File: src/rtl/frame_rate_divider_pkg.sv
`default_nettype none
// ============================================================================
// Package  : frame_pkg -- shared defaults, channel mode and bus slicing helper
// Revision : 1.0
// ============================================================================
package frame_pkg;

  localparam int FRAME_W        = 4;
  localparam int FRAME_CHANNELS = 2;

  typedef enum logic {
    MODE_PERIODIC = 1'b0,
    MODE_ONESHOT  = 1'b1
  } mode_t;

  // Low bit of channel ch within a flattened CHANNELS*WIDTH bus.
  function automatic int chan_lo(input int ch, input int width);
    return ch * width;
  endfunction

endpackage
`default_nettype wire

File: src/rtl/frame_rate_divider_if.sv
`default_nettype none
// ============================================================================
// Interface : frame_rate_divider_if -- frame divider control and status bus
// Revision  : 1.0
// ============================================================================
interface frame_rate_divider_if #(
  parameter int WIDTH    = 4,
  parameter int CHANNELS = 2
);

  logic                      enable;
  logic [CHANNELS*WIDTH-1:0] speed;
  logic [CHANNELS-1:0]       oneshot;
  logic [CHANNELS-1:0]       restart;
  logic [CHANNELS-1:0]       tick;
  logic [CHANNELS*WIDTH-1:0] count;
  logic [CHANNELS-1:0]       armed;

  modport master (
    output enable, speed, oneshot, restart,
    input  tick, count, armed
  );

  modport slave (
    input  enable, speed, oneshot, restart,
    output tick, count, armed
  );

endinterface
`default_nettype wire

File: src/rtl/frame_rate_divider_channel.sv
`default_nettype none
// ============================================================================
// Module   : frame_div_channel -- one frame counter, armed flag, tick register
// Revision : 1.0
// ============================================================================
module frame_div_channel
  import frame_pkg::*;
#(
  parameter int WIDTH = FRAME_W
) (
  input  wire logic             clk,
  input  wire logic             resetn,
  input  wire logic             i_enable,
  input  wire logic [WIDTH-1:0] i_speed,
  input  wire logic             i_oneshot,
  input  wire logic             i_restart,
  output logic                  o_tick,
  output logic [WIDTH-1:0]      o_count,
  output logic                  o_armed
);

  logic [WIDTH-1:0] r_count;
  logic             r_tick;
  logic             r_armed;
  mode_t            w_mode;

  assign w_mode = mode_t'(i_oneshot);

  // Terminal test is >= so a speed lowered below the count fires instead of wrapping.
  always_ff @(posedge clk or negedge resetn) begin
    if (!resetn) begin
      r_count <= '0;
      r_tick  <= 1'b0;
      r_armed <= 1'b1;
    end else begin
      r_tick <= 1'b0;
      if (i_restart) begin
        r_count <= '0;
        r_armed <= 1'b1;
      end else if (r_armed && i_enable) begin
        if (r_count >= i_speed) begin
          r_count <= '0;
          r_tick  <= 1'b1;
          if (w_mode == MODE_ONESHOT) begin
            r_armed <= 1'b0;
          end
        end else begin
          r_count <= r_count + WIDTH'(1);
        end
      end
    end
  end

  assign o_tick  = r_tick;
  assign o_count = r_count;
  assign o_armed = r_armed;

endmodule
`default_nettype wire

File: src/rtl/frame_rate_divider.sv
`default_nettype none
// ============================================================================
// Module   : frame_rate_divider -- CHANNELS independent frame-rate dividers
// Revision : 1.0
// ============================================================================
module frame_rate_divider
  import frame_pkg::*;
#(
  parameter int WIDTH    = FRAME_W,
  parameter int CHANNELS = FRAME_CHANNELS
) (
  input  wire logic            clk,
  input  wire logic            resetn,
  frame_rate_divider_if.slave  bus
);

  for (genvar i = 0; i < CHANNELS; i++) begin : g_chan
    localparam int c_lo = chan_lo(i, WIDTH);

    frame_div_channel #(
      .WIDTH (WIDTH)
    ) u_chan (
      .clk       (clk),
      .resetn    (resetn),
      .i_enable  (bus.enable),
      .i_speed   (bus.speed[c_lo +: WIDTH]),
      .i_oneshot (bus.oneshot[i]),
      .i_restart (bus.restart[i]),
      .o_tick    (bus.tick[i]),
      .o_count   (bus.count[c_lo +: WIDTH]),
      .o_armed   (bus.armed[i])
    );
  end

endmodule
`default_nettype wire

File: src/flat_wrapper.sv
// flat-port wrapper written by rule: the top's interface ports become plain ports
module frame_rate_divider_flat import frame_pkg::*;
#(
  parameter int WIDTH    = FRAME_W,
  parameter int CHANNELS = FRAME_CHANNELS
)
  (clk, resetn, bus_enable, bus_speed, bus_oneshot, bus_restart, bus_tick, bus_count, bus_armed);
  frame_rate_divider_if #(.WIDTH(WIDTH), .CHANNELS(CHANNELS)) bus_i ();
  input  wire logic clk;
  input  wire logic resetn;
  input wire logic [$bits(bus_i.enable)-1:0] bus_enable;
  input wire logic [$bits(bus_i.speed)-1:0] bus_speed;
  input wire logic [$bits(bus_i.oneshot)-1:0] bus_oneshot;
  input wire logic [$bits(bus_i.restart)-1:0] bus_restart;
  output wire logic [$bits(bus_i.tick)-1:0] bus_tick;
  output wire logic [$bits(bus_i.count)-1:0] bus_count;
  output wire logic [$bits(bus_i.armed)-1:0] bus_armed;
  assign bus_i.enable = bus_enable;
  assign bus_i.speed = bus_speed;
  assign bus_i.oneshot = bus_oneshot;
  assign bus_i.restart = bus_restart;
  assign bus_tick = bus_i.tick;
  assign bus_count = bus_i.count;
  assign bus_armed = bus_i.armed;
  frame_rate_divider #(.WIDTH(WIDTH), .CHANNELS(CHANNELS)) u_core (.clk(clk), .resetn(resetn), .bus(bus_i));
endmodule
File: config.mk
export PLATFORM = sky130hd
export DESIGN_NAME = frame_rate_divider_flat
export DESIGN_NICKNAME = d
export VERILOG_FILES = /design/src/rtl/frame_rate_divider_pkg.sv /design/src/rtl/frame_rate_divider_if.sv /design/src/rtl/frame_rate_divider_channel.sv /design/src/rtl/frame_rate_divider.sv /design/src/flat_wrapper.sv
export SDC_FILE = /design/constraint.sdc
export NUM_CORES = 1
export LEC_CHECK = 0
export CAP_MARGIN = 15
export CORE_UTILIZATION = 41
export DETAILED_ROUTE_END_ITERATION = 12
export PLACE_DENSITY_LB_ADDON = 0.15
export SLEW_MARGIN = 20
export SYNTH_ARGS = -nofsm -noshare
export SYNTH_HDL_FRONTEND = slang
export SYNTH_SLANG_ARGS = --single-unit
File: constraint.sdc
create_clock -name clk -period 1.6 [get_ports clk]
set_input_delay 0.32 -clock clk [delete_from_list [all_inputs] [get_ports clk]]
set_output_delay 0.32 -clock clk [all_outputs]
set_load 0.1 [all_outputs]
==> out/qor_table.md, run 1 <==
| Item | This run |
| --- | --- |
| Run status | complete, but fails checks |
| Failing checks | setup timing |
| Synthesized Nets | 114 |
| IO Port Bufs | 26 |
| Via-to-Cell Ratio | 5.448 |
| Total number of vias | 899 |
| Total clock sinks | 12 |
| Top-level I/O count | 27 |
| Initial antenna violation count | 0 |
| Seq/Total Area, Yosys | 0.3559 |
| Internal power component | 0.0006846 W |
| Number of violations reported at the end of detailed-routing iteration 0 | 23 |
| Maximum clock insertion buffer count | 2 |
| Final worst path period share | 1.121 |
| Hold crit path type | input port to async pin |
| Die width | 47.56 microns |
| Height of the chip | 47.56 microns |
| Fraction of final layout cells sized beyond drive strength 1 | 0.4928 |
| Worst setup SP type | flip-flop |
| Avg Synthesized Cell Area | 9.560 sq um |
| Count of final max-slew check failures | 0 |
| Iteration count of the initial detailed-routing pass | 4 |
| Flop and latch count out of synthesis | 12 |
| Synth unique cells | 23 |
| Most used flip-flop cell after synthesis | dfrtp_1 |
| Number of synthesis warnings | 0 |
| Worst-skew pair later-pin latency | 0.28 ns |
| Antenna diode count | 0 |
| Clock transition at the registers of the reported paths | 0.09 ns |
| DIE AREA | 0.002261 sq mm |
| Max frequency | 557.6 MHz |
| Worst-case setup margin in the final layout | -0.1935 ns |
| Leak Pwr | 0.6875 nW |
| Basic-gate share of the synthesized area counting and, or, nand and nor cells | 0.1853 |
| Final worst clock skew | 0.01058 ns |
| Routed len/inst | 16.80 microns |
| Net switching power of the design | 0.0003673 W |
| Switching share of total power | 0.3492 |
| Post-Synth Adder-Cell Area | 0.1471 |
| H-tree Lvls | 1 |
| Most frequent cells in the layout | buf_4, nand2_1, clkdlybuf4s50_1, buf_12 |
| Worst-case vdd ir drop | 0.4534 mV |
| Area of the mapped netlist | 850.8 sq um |
| Largest net degree at the start of global routing | 13 |
| Async set or reset register ratio after synthesis | 1.000 |
| Count of hold buffers inserted by post-cts repair | 0 |
| Required time of the worst setup path | 1.78 ns |
| Number of CTS-inserted buffers | 3 |
| Routability congestion estimate | 0.8072 |
| Floorplan core area | 0.001962 sq mm |
| Category of the worst setup path capture point | flip-flop |
| Sum of routed wire length over all layers | 2.772 mm |
| Final setup fails | 12 |
| Number of antenna-violating nets in the routed design | 0 |
| Final hold violations | 0 |
| Worst relative slew slack | 0.7448 |
| NumNets Final | 164 |
| Transition time of the tightest slew-check pin | 0.3820 ns |
| Synthesized instance count | 89 |
| Area delta synth->final | 87.65% |
| Clock group share of total power | 0.239 |
| Cell at the root of the clock tree | clkbuf_4 |
| Detailed-route DRC error count | 0 |
| Total instance count after detailed placement | 154 |
| Multiplexer fraction of the synthesized cell area | 0 |
| Via count of the first global-routing pass | 839 |
| Unrepaired setup endpoints after global routing | true |
| Number of cells in the finished layout apart from fillers | 165 |
| Max cap viols | 0 |
| Residual overflow from global routing | 0 |
| Power density of the placed cells | 658.8 mW/mm^2 |
| Detailed Place HPWL | 1.778 mm |
| Xor/xnor share of the synthesized area | 0 |
| Path type of the worst setup path | flip-flop to flip-flop |
| Final critical path time including I/O delays and setup | 1.793 ns |
| Data arrival time at the worst-slack endpoint | 1.97 ns |
| Share of total power in sequential cells | 0.317 |
| Placement row count | 16 |
| Worst-path fanout max | 7 |
| Comb pwr share | 0.444 |
| Number of synthesized flops with an enable pin | 0 |
| Starting density of the core | 0.4337 |
| Most frequent standard cell in the layout excluding fill and tap cells | buf_4 |
| Hold_ws | 0.3335 ns |
| Main combinational cell family by area after synthesis | compound AO/OA/AOI/OAI gates |
| Utilization of the core after routing | 0.8138 |
| Clock tree from TritonCTS | built |
| Place WS | -0.4513 ns |
| Overall Global Routing Usage | 0.2392 |
| Wire length of the first global-routing pass | 3.774 mm |
| Complex-gate fraction of the synthesized area | 0.2353 |
[cell type report]
class                      instances  area [sq um]
tap                               27         33.78
fill                             116         365.4
inverter                           8         30.03
clock buffer                       4         36.28
sequential                        12         322.8
timing repair buffer              50         573.1
multi-input combinational         64         600.6
[synthesized netlist by cell type, types with 4 or more instances]
cell	n	share of area
nand2_1	12	0.053
dfrtp_1	10	0.29
ha_1	10	0.15
inv_1	8	0.035
a21oi_1	6	0.035
nor2_1	6	0.026
buf_4	4	0.035
o2111ai_1	4	0.041
[power groups by stage]
stage	clock, W	sequential [W]	combinational (W)
after floorplan	0	0.000407	0.000140
after global placement	0	0.000338	0.000359
after detailed placement	0	0.000338	0.000374
after CTS	0.000247	0.000332	0.000392
after global routing	0.000265	0.000334	0.000492
final	0.000252	0.000333	0.000467
[worst paths after layout]
kind / slack, ns / cells after the start / startpoint / end
min in group clk: 0.54 / 2 / u_core.g_chan[0].u_chan.o_armed$_DFFE_PN1P_ / u_core.g_chan[0].u_chan.o_armed$_DFFE_PN1P_
max in group asynchronous: 1.02 / 2 / resetn / u_core.g_chan[0].u_chan.o_armed$_DFFE_PN1P_
hold / removal: 0.33 / 2 / resetn / u_core.g_chan[1].u_chan.o_count[0]$_DFFE_PN0P_
setup reg to reg: -0.19 / 7 / u_core.g_chan[1].u_chan.o_count[0]$_DFFE_PN0P_ / u_core.g_chan[1].u_chan.o_count[3]$_DFFE_PN0P_
setup / recovery: -0.19 / 7 / u_core.g_chan[1].u_chan.o_count[0]$_DFFE_PN0P_ / u_core.g_chan[1].u_chan.o_count[3]$_DFFE_PN0P_
hold reg to reg: 0.54 / 2 / u_core.g_chan[0].u_chan.o_armed$_DFFE_PN1P_ / u_core.g_chan[0].u_chan.o_armed$_DFFE_PN1P_
[critical path, cell delays in order, from the launching register on]
cell and delay (ns):
dfrtp_4 0.49, inv_2 0.07, ha_4 0.19, nand2b_4 0.14
a2111oi_4 0.29, buf_6 0.19, o211ai_1 0.11, a31oi_1 0.20
[registers in the layout (all words and copies together) (netlist names)]
signal                        flops
u_core.g_chan.u_chan.o_armed      2
u_core.g_chan.u_chan.o_count      8
u_core.g_chan.u_chan.o_tick       2
[metrics by stage]
stage | total power (W) | TNS, ns | cell area [sq um]
after global placement | 0.0006972 | -3.720 | 1428
after CTS | 0.0009712 | -0.6085 | 1494
final | 0.001052 | -1.104 | 1597
after global routing | 0.001091 | -1.804 | 1597
after detailed placement | 0.0007120 | -4.330 | 1428
after floorplan | 0.0005471 | -2.040 | 920.9
[cell families (layout without fill, tap and decap cells)]
logic type                 count (synthesis)  in the layout
and+or+nand+nor                           30             30
DFF                                       12             12
buffers and inverters                     13             62
AOI/OAI and AO/OA                         24             24
adders and majority gates                 10             10
[per-layer routing]
layer	vias to the layer above	wire length (microns)	track usage	share of wire
met1	436	1117	0.3153	0.40
li1	416	-	-	-
met5	-	0	0	0
met3	4	148	0.03774	0.053
met4	0	36	0.04444	0.013
met2	43	1469	0.4192	0.53
[what timing repair did]
item,CTS,global route
resized for setup,5,14
buffers inserted,3,4
setup endpoints to repair,10,11
pin swaps,7,7
Power figures use the tool's default switching activity.
==> run 2: changes to the inputs <==
- CORE_UTILIZATION: 41 -> 43
- CTS_BUF_LIST: default -> sky130_fd_sc_hd__clkbuf_4 sky130_fd_sc_hd__clkbuf_8
==> out/qor_table.md, run 2 (same netlist as run 1, synthesis figures left out) <==
| Item | This run | Change |
| --- | --- | --- |
| Run status | complete, but fails checks |  |
| Failing checks | setup timing |  |
| Final worst clock skew | 0.004153 ns | -0.006424 ns |
| Routed len/inst | 15.21 microns | -9.5% |
| Data arrival time at the worst-slack endpoint | 1.91 ns | -0.06 ns |
| Power density of the placed cells | 653.2 mW/mm^2 | -0.85% |
| Worst-skew pair later-pin latency | 0.27 ns | about the same |
| Worst-case setup margin in the final layout | -0.1135 ns | +0.07997 ns |
| Total number of vias | 877 | -2.4% |
| Slowest library cell on the worst path | dfrtp_4 |  |
| CP top delay family | compound AO/OA/AOI/OAI gates |  |
| Cell chain of the critical path | inv_2 -> ha_4 -> nand2b_4 -> a2111oi_4 -> buf_6 -> o2111ai_1 -> a21oi_1 |  |
| Max frequency | 583.6 MHz | +4.7% |
| Largest register FFs | 8 | unchanged |
| Number of CTS-inserted buffers | 3 | unchanged |
| Total clock sinks | 12 | unchanged |
| CP Capture Point | u_core.g_chan[0].u_chan.o_count[1]$_DFFE_PN0P_ |  |
| Path type of the worst setup path | flip-flop to flip-flop |  |
| Total buffers and inverters traversed by the critical path | 2 | unchanged |
| DIE AREA | 0.002160 sq mm | -4.5% |
| Count of hold buffers inserted by post-cts repair | 0 | unchanged |
| Hold crit path type | input port to async pin |  |
| Via-to-Cell Ratio | 5.586 | +2.5% |
| Maximum single-stage delay on the critical path | 0.48 ns | about the same |
| Worst Reg2Reg Path Length in Cells | 7 | unchanged |
| Worst setup SP type | flip-flop |  |
| Reg2reg start | u_core.g_chan[0].u_chan.o_count[0]$_DFFE_PN0P_ |  |
| Most frequent standard cell in the layout excluding fill and tap cells | buf_4 |  |
| Worst relative slew slack | 0.6378 | -0.1069 |
| IO Port Bufs | 26 | unchanged |
| Initial antenna violation count | 0 | unchanged |
| Overall Global Routing Usage | 0.2506 | +0.01139 |
| Unrepaired setup endpoints after global routing | true |  |
| Top-level I/O count | 27 | unchanged |
| Transition time of the tightest slew-check pin | 0.5416 ns | +0.1596 ns |
| Number of violations reported at the end of detailed-routing iteration 0 | 32 | +39% |
| Final setup fails | 10 | -2 |
| Max cap viols | 0 | unchanged |
| Antenna diode count | 0 | unchanged |
| Worst R2R Setup Slack | -0.11 ns | +0.08 ns |
| Residual overflow from global routing | 0 | unchanged |
| Detailed-route DRC error count | 0 | unchanged |
| Starting density of the core | 0.4772 | +0.04352 |
| Endpoint of the worst register-to-register path | u_core.g_chan[0].u_chan.o_count[1]$_DFFE_PN0P_ |  |
| Worst-case vdd ir drop | 0.4898 mV | +8.0% |
| Most frequent cells in the layout | buf_4, nand2_1, clkdlybuf4s50_1, buf_12 |  |
| Wire length of the first global-routing pass | 3.808 mm | +0.90% |
| Floorplan core area | 0.001783 sq mm | -9.1% |
| Number of fillers in the final layout | 100 | -14% |
| NumNets Final | 158 | -3.7% |
| Cell at the root of the clock tree | clkbuf_4 |  |
| Placement row count | 15 | -1 |
| Routability congestion estimate | 0.8510 | +5.4% |
| Largest net degree at the start of global routing | 13 | unchanged |
| Via count of the first global-routing pass | 819 | -2.4% |
| Fraction of final layout cells sized beyond drive strength 1 | 0.4318 | -0.06094 |
| Number of antenna-violating nets in the routed design | 0 | unchanged |
| Worst-path fanout max | 7 | unchanged |
| Final TNS setup | -0.7905 ns | +0.3136 ns |
| Iteration count of the initial detailed-routing pass | 4 | unchanged |
| H-tree Lvls | 1 | unchanged |
| Count of final max-slew check failures | 0 | unchanged |
| Final Power | 0.0009792 W | -6.9% |
| Final hold violations | 0 | unchanged |
| Required time of the worst setup path | 1.79 ns | about the same |
| Leak Pwr | 0.6490 nW | -5.6% |
| Clock tree from TritonCTS | built |  |
| Detailed Place HPWL | 1.901 mm | +6.9% |
| Die width | 46.48 microns | -2.3% |
| Final worst path period share | 1.071 | -0.04998 |
| Category of the worst setup path capture point | flip-flop |  |
| Maximum clock insertion buffer count | 2 | unchanged |
| Launch point of the worst path | u_core.g_chan[0].u_chan.o_count[0]$_DFFE_PN0P_ |  |
| Sum of routed wire length over all layers | 2.388 mm | -14% |
| Height of the chip | 46.48 microns | -2.3% |
| Final critical path time including I/O delays and setup | 1.714 ns | -0.07997 ns |
| Clock transition at the registers of the reported paths | 0.08 ns | about the same |
| Area delta synth->final | 76.18% |  |
| Critical path depth in cells | 7 | unchanged |
run 2: cell types whose count changed in the layout (fill, tap and decap cells not counted), sizes merged:
cell  delta
buf      -6
run 2: per-layer routing:
| layer | vias up | wire length, microns | track usage |
|---|---|---|---|
| met4 | 0 | 16 | 0.01765 |
| met2 | 51 | 1280 | 0.4250 |
| met3 | 2 | 193 | 0.05882 |
| li1 | 405 | - | - |
| met5 | - | 0 | 0 |
| met1 | 419 | 897 | 0.3341 |
run 2: worst reg2reg max path, cell delays in order, from the launching register on:
cell,delay (ns)
dfrtp_4,0.48
inv_2,0.07
ha_4,0.19
nand2b_4,0.14
a2111oi_4,0.30
buf_6,0.19
o2111ai_1,0.13
a21oi_1,0.15
run 2: layout make-up:
cell class | count | area (sq um) | share of cell area
inverters | 8 | 32.53 | 0.02170
clock buffers | 4 | 36.28 | 0.02421
multi-input cells | 64 | 555.5 | 0.3706
flip-flops and latches | 12 | 322.8 | 0.2154
repair buffers | 44 | 520.5 | 0.3472
well taps | 25 | 31.28 | 0.02087
run 2: worst min-delay path by stage:
stage | from | to | slack, ns
finish | resetn | u_core.g_chan[1].u_chan.o_count[3]$_DFFE_PN0P_ | 0.39
global route | resetn | u_core.g_chan[1].u_chan.o_count[2]$_DFFE_PN0P_ | 0.44
CTS | resetn | u_core.g_chan[1].u_chan.o_count[2]$_DFFE_PN0P_ | 0.41
detailed placement | u_core.g_chan[0].u_chan.o_armed$_DFFE_PN1P_ | u_core.g_chan[0].u_chan.o_armed$_DFFE_PN1P_ | 0.53
global placement | u_core.g_chan[0].u_chan.o_armed$_DFFE_PN1P_ | u_core.g_chan[0].u_chan.o_armed$_DFFE_PN1P_ | 0.51
floorplan | resetn | u_core.g_chan[0].u_chan.o_count[2]$_DFFE_PN0P_ | 0.02
run 2: report_power, final:
group	switching [W]	internal, W
Combinational	0.000213	0.000189
Sequential	0.0000126	0.000321
Clock	0.000106	0.000138
Total	0.000331	0.000648
run 2: through the flow:
step	utilization	worst slack (ns)	cells	area [sq um]	hold slack, ns
after global routing	0.8407	-0.1885	157	1499	0.4398
after detailed placement	0.7951	-0.4338	151	1418	0.5280
after floorplan	-	-0.2251	89	920.9	0.02441
after global placement	0.7951	-0.3685	151	1418	0.5102
after CTS	0.8182	-0.1106	156	1459	0.4059
final	0.8407	-0.1135	157	1499	0.3931
run 2: what timing repair did:
item | 4_1_cts | 5_1_grt
pin swaps | 6 | 3
endpoints found under the setup margin | 10 | 12
buffers inserted | 1 | 1
hold endpoints to repair | 0 | 0
resized for setup | 3 | 7
==> run 3: changes to the inputs <==
- CORE_UTILIZATION: 43 -> 41
- CTS_BUF_LIST: sky130_fd_sc_hd__clkbuf_4 sky130_fd_sc_hd__clkbuf_8 -> default
- TNS_END_PERCENT: default -> 50
==> out/qor_table.md, run 3 (same netlist as run 1, synthesis figures left out) <==
| Item | This run | Change |
| --- | --- | --- |
| Most frequent cells in the layout | buf_4, nand2_1, clkdlybuf4s50_1, buf_12 |  |
| Maximum single-stage delay on the critical path | 0.49 ns | about the same |
| Floorplan core area | 0.001962 sq mm | +10% |
| Final worst path period share | 1.068 | -0.002804 |
| Met1 capacity usage during global routing | 0.2670 | -0.06716 |
| Total buffers and inverters traversed by the critical path | 2 | unchanged |
| Run status | complete, but fails checks |  |
| Required time of the worst setup path | 1.78 ns | about the same |
| Count of hold buffers inserted by post-cts repair | 0 | unchanged |
| Failing checks | setup timing |  |
| Number of antenna-violating nets in the routed design | 0 | unchanged |
| Final hold violations | 0 | unchanged |
| DIE AREA | 0.002261 sq mm | +4.7% |
| Die width | 47.56 microns | +2.3% |
| Final critical path time including I/O delays and setup | 1.709 ns | -0.004487 ns |
| Starting density of the core | 0.4337 | -0.04352 |
| Largest register FFs | 8 | unchanged |
| Fraction of final layout cells sized beyond drive strength 1 | 0.4109 | -0.02097 |
| Transition time of the tightest slew-check pin | 0.2464 ns | -0.2952 ns |
| Initial antenna violation count | 0 | unchanged |
| Via-to-Cell Ratio | 5.224 | -6.5% |
| Worst-path fanout max | 7 | unchanged |
| Data arrival time at the worst-slack endpoint | 1.89 ns | -0.02 ns |
| Path type of the worst setup path | flip-flop to flip-flop |  |
| IO Port Bufs | 26 | unchanged |
| Final setup fails | 9 | -1 |
| Cell at the root of the clock tree | clkbuf_4 |  |
| Routability congestion estimate | 0.8420 | -1.1% |
| Worst relative slew slack | 0.8342 | +0.1964 |
| Wire length of the first global-routing pass | 3.029 mm | -20% |
| Unrepaired setup endpoints after global routing | true |  |
| Height of the chip | 47.56 microns | +2.3% |
| Largest net degree at the start of global routing | 13 | unchanged |
| Routed len/inst | 13.08 microns | -14% |
| Number of violations reported at the end of detailed-routing iteration 0 | 11 | -66% |
| Total clock sinks | 12 | unchanged |
| Worst-skew pair later-pin latency | 0.27 ns | about the same |
| Leak Pwr | 0.6251 nW | -3.7% |
| Cell chain of the critical path | inv_4 -> ha_4 -> nand2b_4 -> a2111oi_4 -> buf_4 -> o211ai_1 -> a31oi_1 |  |
| Final worst clock skew | 0.0003273 ns | -0.003826 ns |
| Clock transition at the registers of the reported paths | 0.07 ns | about the same |
| Top-level I/O count | 27 | unchanged |
| Placement row count | 16 | +1 |
| Worst-case setup margin in the final layout | -0.1090 ns | +0.004487 ns |
| Most heavily used metal layer in global routing | met2 |  |
| Slowest library cell on the worst path | dfrtp_4 |  |
| Maximum clock insertion buffer count | 2 | unchanged |
| Area delta synth->final | 70.73% |  |
| Number of fillers in the final layout | 146 | +46% |
| Worst-case vdd ir drop | 0.3977 mV | -19% |
| Sum of routed wire length over all layers | 2.040 mm | -15% |
| Max cap viols | 0 | unchanged |
| Iteration count of the initial detailed-routing pass | 6 | +2 |
| CP top delay family | compound AO/OA/AOI/OAI gates |  |
| Worst setup SP type | flip-flop |  |
| Most frequent standard cell in the layout excluding fill and tap cells | buf_4 |  |
| Detailed-route DRC error count | 0 | unchanged |
| Final Power | 0.0008956 W | -8.5% |
| Final TNS setup | -0.5478 ns | +0.2427 ns |
| Met3 Track Usage GR | 0.02264 | -0.03618 |
| Residual overflow from global routing | 0 | unchanged |
| Number of CTS-inserted buffers | 3 | unchanged |
| Count of final max-slew check failures | 0 | unchanged |
| H-tree Lvls | 1 | unchanged |
| Antenna diode count | 0 | unchanged |
| Via count of the first global-routing pass | 712 | -13% |
| NumNets Final | 156 | -1.3% |
| Category of the worst setup path capture point | flip-flop |  |
| Max frequency | 585.1 MHz | +0.26% |
| Hold crit path type | input port to async pin |  |
| Clock tree from TritonCTS | built |  |
| Overall Global Routing Usage | 0.1864 | -0.06423 |
| Total number of vias | 815 | -7.1% |
| Met2 Usage GRT | 0.3151 | -0.1099 |
| Detailed Place HPWL | 1.605 mm | -16% |
| Power density of the placed cells | 616.5 mW/mm^2 | -5.6% |
==> run 3: worst reg2reg max path: cells and delay by family, from the launching register on <==
kind	cells	cell delay, ns
compound gates	3	0.56
fa+ha+maj	1	0.18
flops	1	0.49
buf+inv	2	0.26
simple gates	1	0.14
==> run 3: metrics by stage <==
step	cell area [sq um]	hold WS (ns)	util	worst slack, ns	std cells
floorplan	920.9	0.02441	-	-0.2251	89
global placement	1413	0.5170	0.7200	-0.3686	152
detailed placement	1413	0.5253	0.7200	-0.4353	152
CTS	1439	0.3415	0.7334	-0.1321	155
global route	1453	0.3716	0.7404	-0.1770	156
finish	1453	0.3449	0.7404	-0.1090	156
==> run 3: layout make-up <==
type / count / area (sq um) / area share
Timing Repair Buffer: 42 / 498.0 / 0.3428
Multi-Input combinational cell: 64 / 543.0 / 0.3738
Sequential cell: 12 / 322.8 / 0.2222
Clock buffer: 3 / 22.52 / 0.01550
Tap cell: 27 / 33.78 / 0.02326
Inverter: 8 / 32.53 / 0.02239
==> run 3: path summary, 6_finish.rpt <==
path | from | endpoint | slack [ns] | depth (start not counted)
worst max-delay path | u_core.g_chan[1].u_chan.o_count[0]$_DFFE_PN0P_ | u_core.g_chan[1].u_chan.o_count[3]$_DFFE_PN0P_ | -0.11 | 7
worst max register to register | u_core.g_chan[1].u_chan.o_count[0]$_DFFE_PN0P_ | u_core.g_chan[1].u_chan.o_count[3]$_DFFE_PN0P_ | -0.11 | 7
max in group asynchronous | resetn | u_core.g_chan[0].u_chan.o_armed$_DFFE_PN1P_ | 1.03 | 2
worst min-delay path | resetn | u_core.g_chan[1].u_chan.o_count[0]$_DFFE_PN0P_ | 0.34 | 2
min in group clk | u_core.g_chan[1].u_chan.o_armed$_DFFE_PN1P_ | u_core.g_chan[1].u_chan.o_armed$_DFFE_PN1P_ | 0.54 | 2
worst min register to register | u_core.g_chan[1].u_chan.o_armed$_DFFE_PN1P_ | u_core.g_chan[1].u_chan.o_armed$_DFFE_PN1P_ | 0.54 | 2
==> run 3: what timing repair did <==
item	in CTS	in global routing
setup buffers	0	1
setup endpoints to repair	9	10
gates resized for setup	4	2
pin swaps	5	1
==> run 3: per-layer routing <==
| layer | share of wire | routed length (microns) |
|---|---|---|
| met2 | 0.50 | 1027 |
| met3 | 0.045 | 92 |
| met1 | 0.45 | 913 |
| met5 | 0 | 0 |
| met4 | 0.0029 | 6 |
==> run 3: power by group <==
part | internal [W] | switching, W
registers | 0.000321 | 0.0000119
logic | 0.000177 | 0.000201
clock network | 0.0000869 | 0.0000980
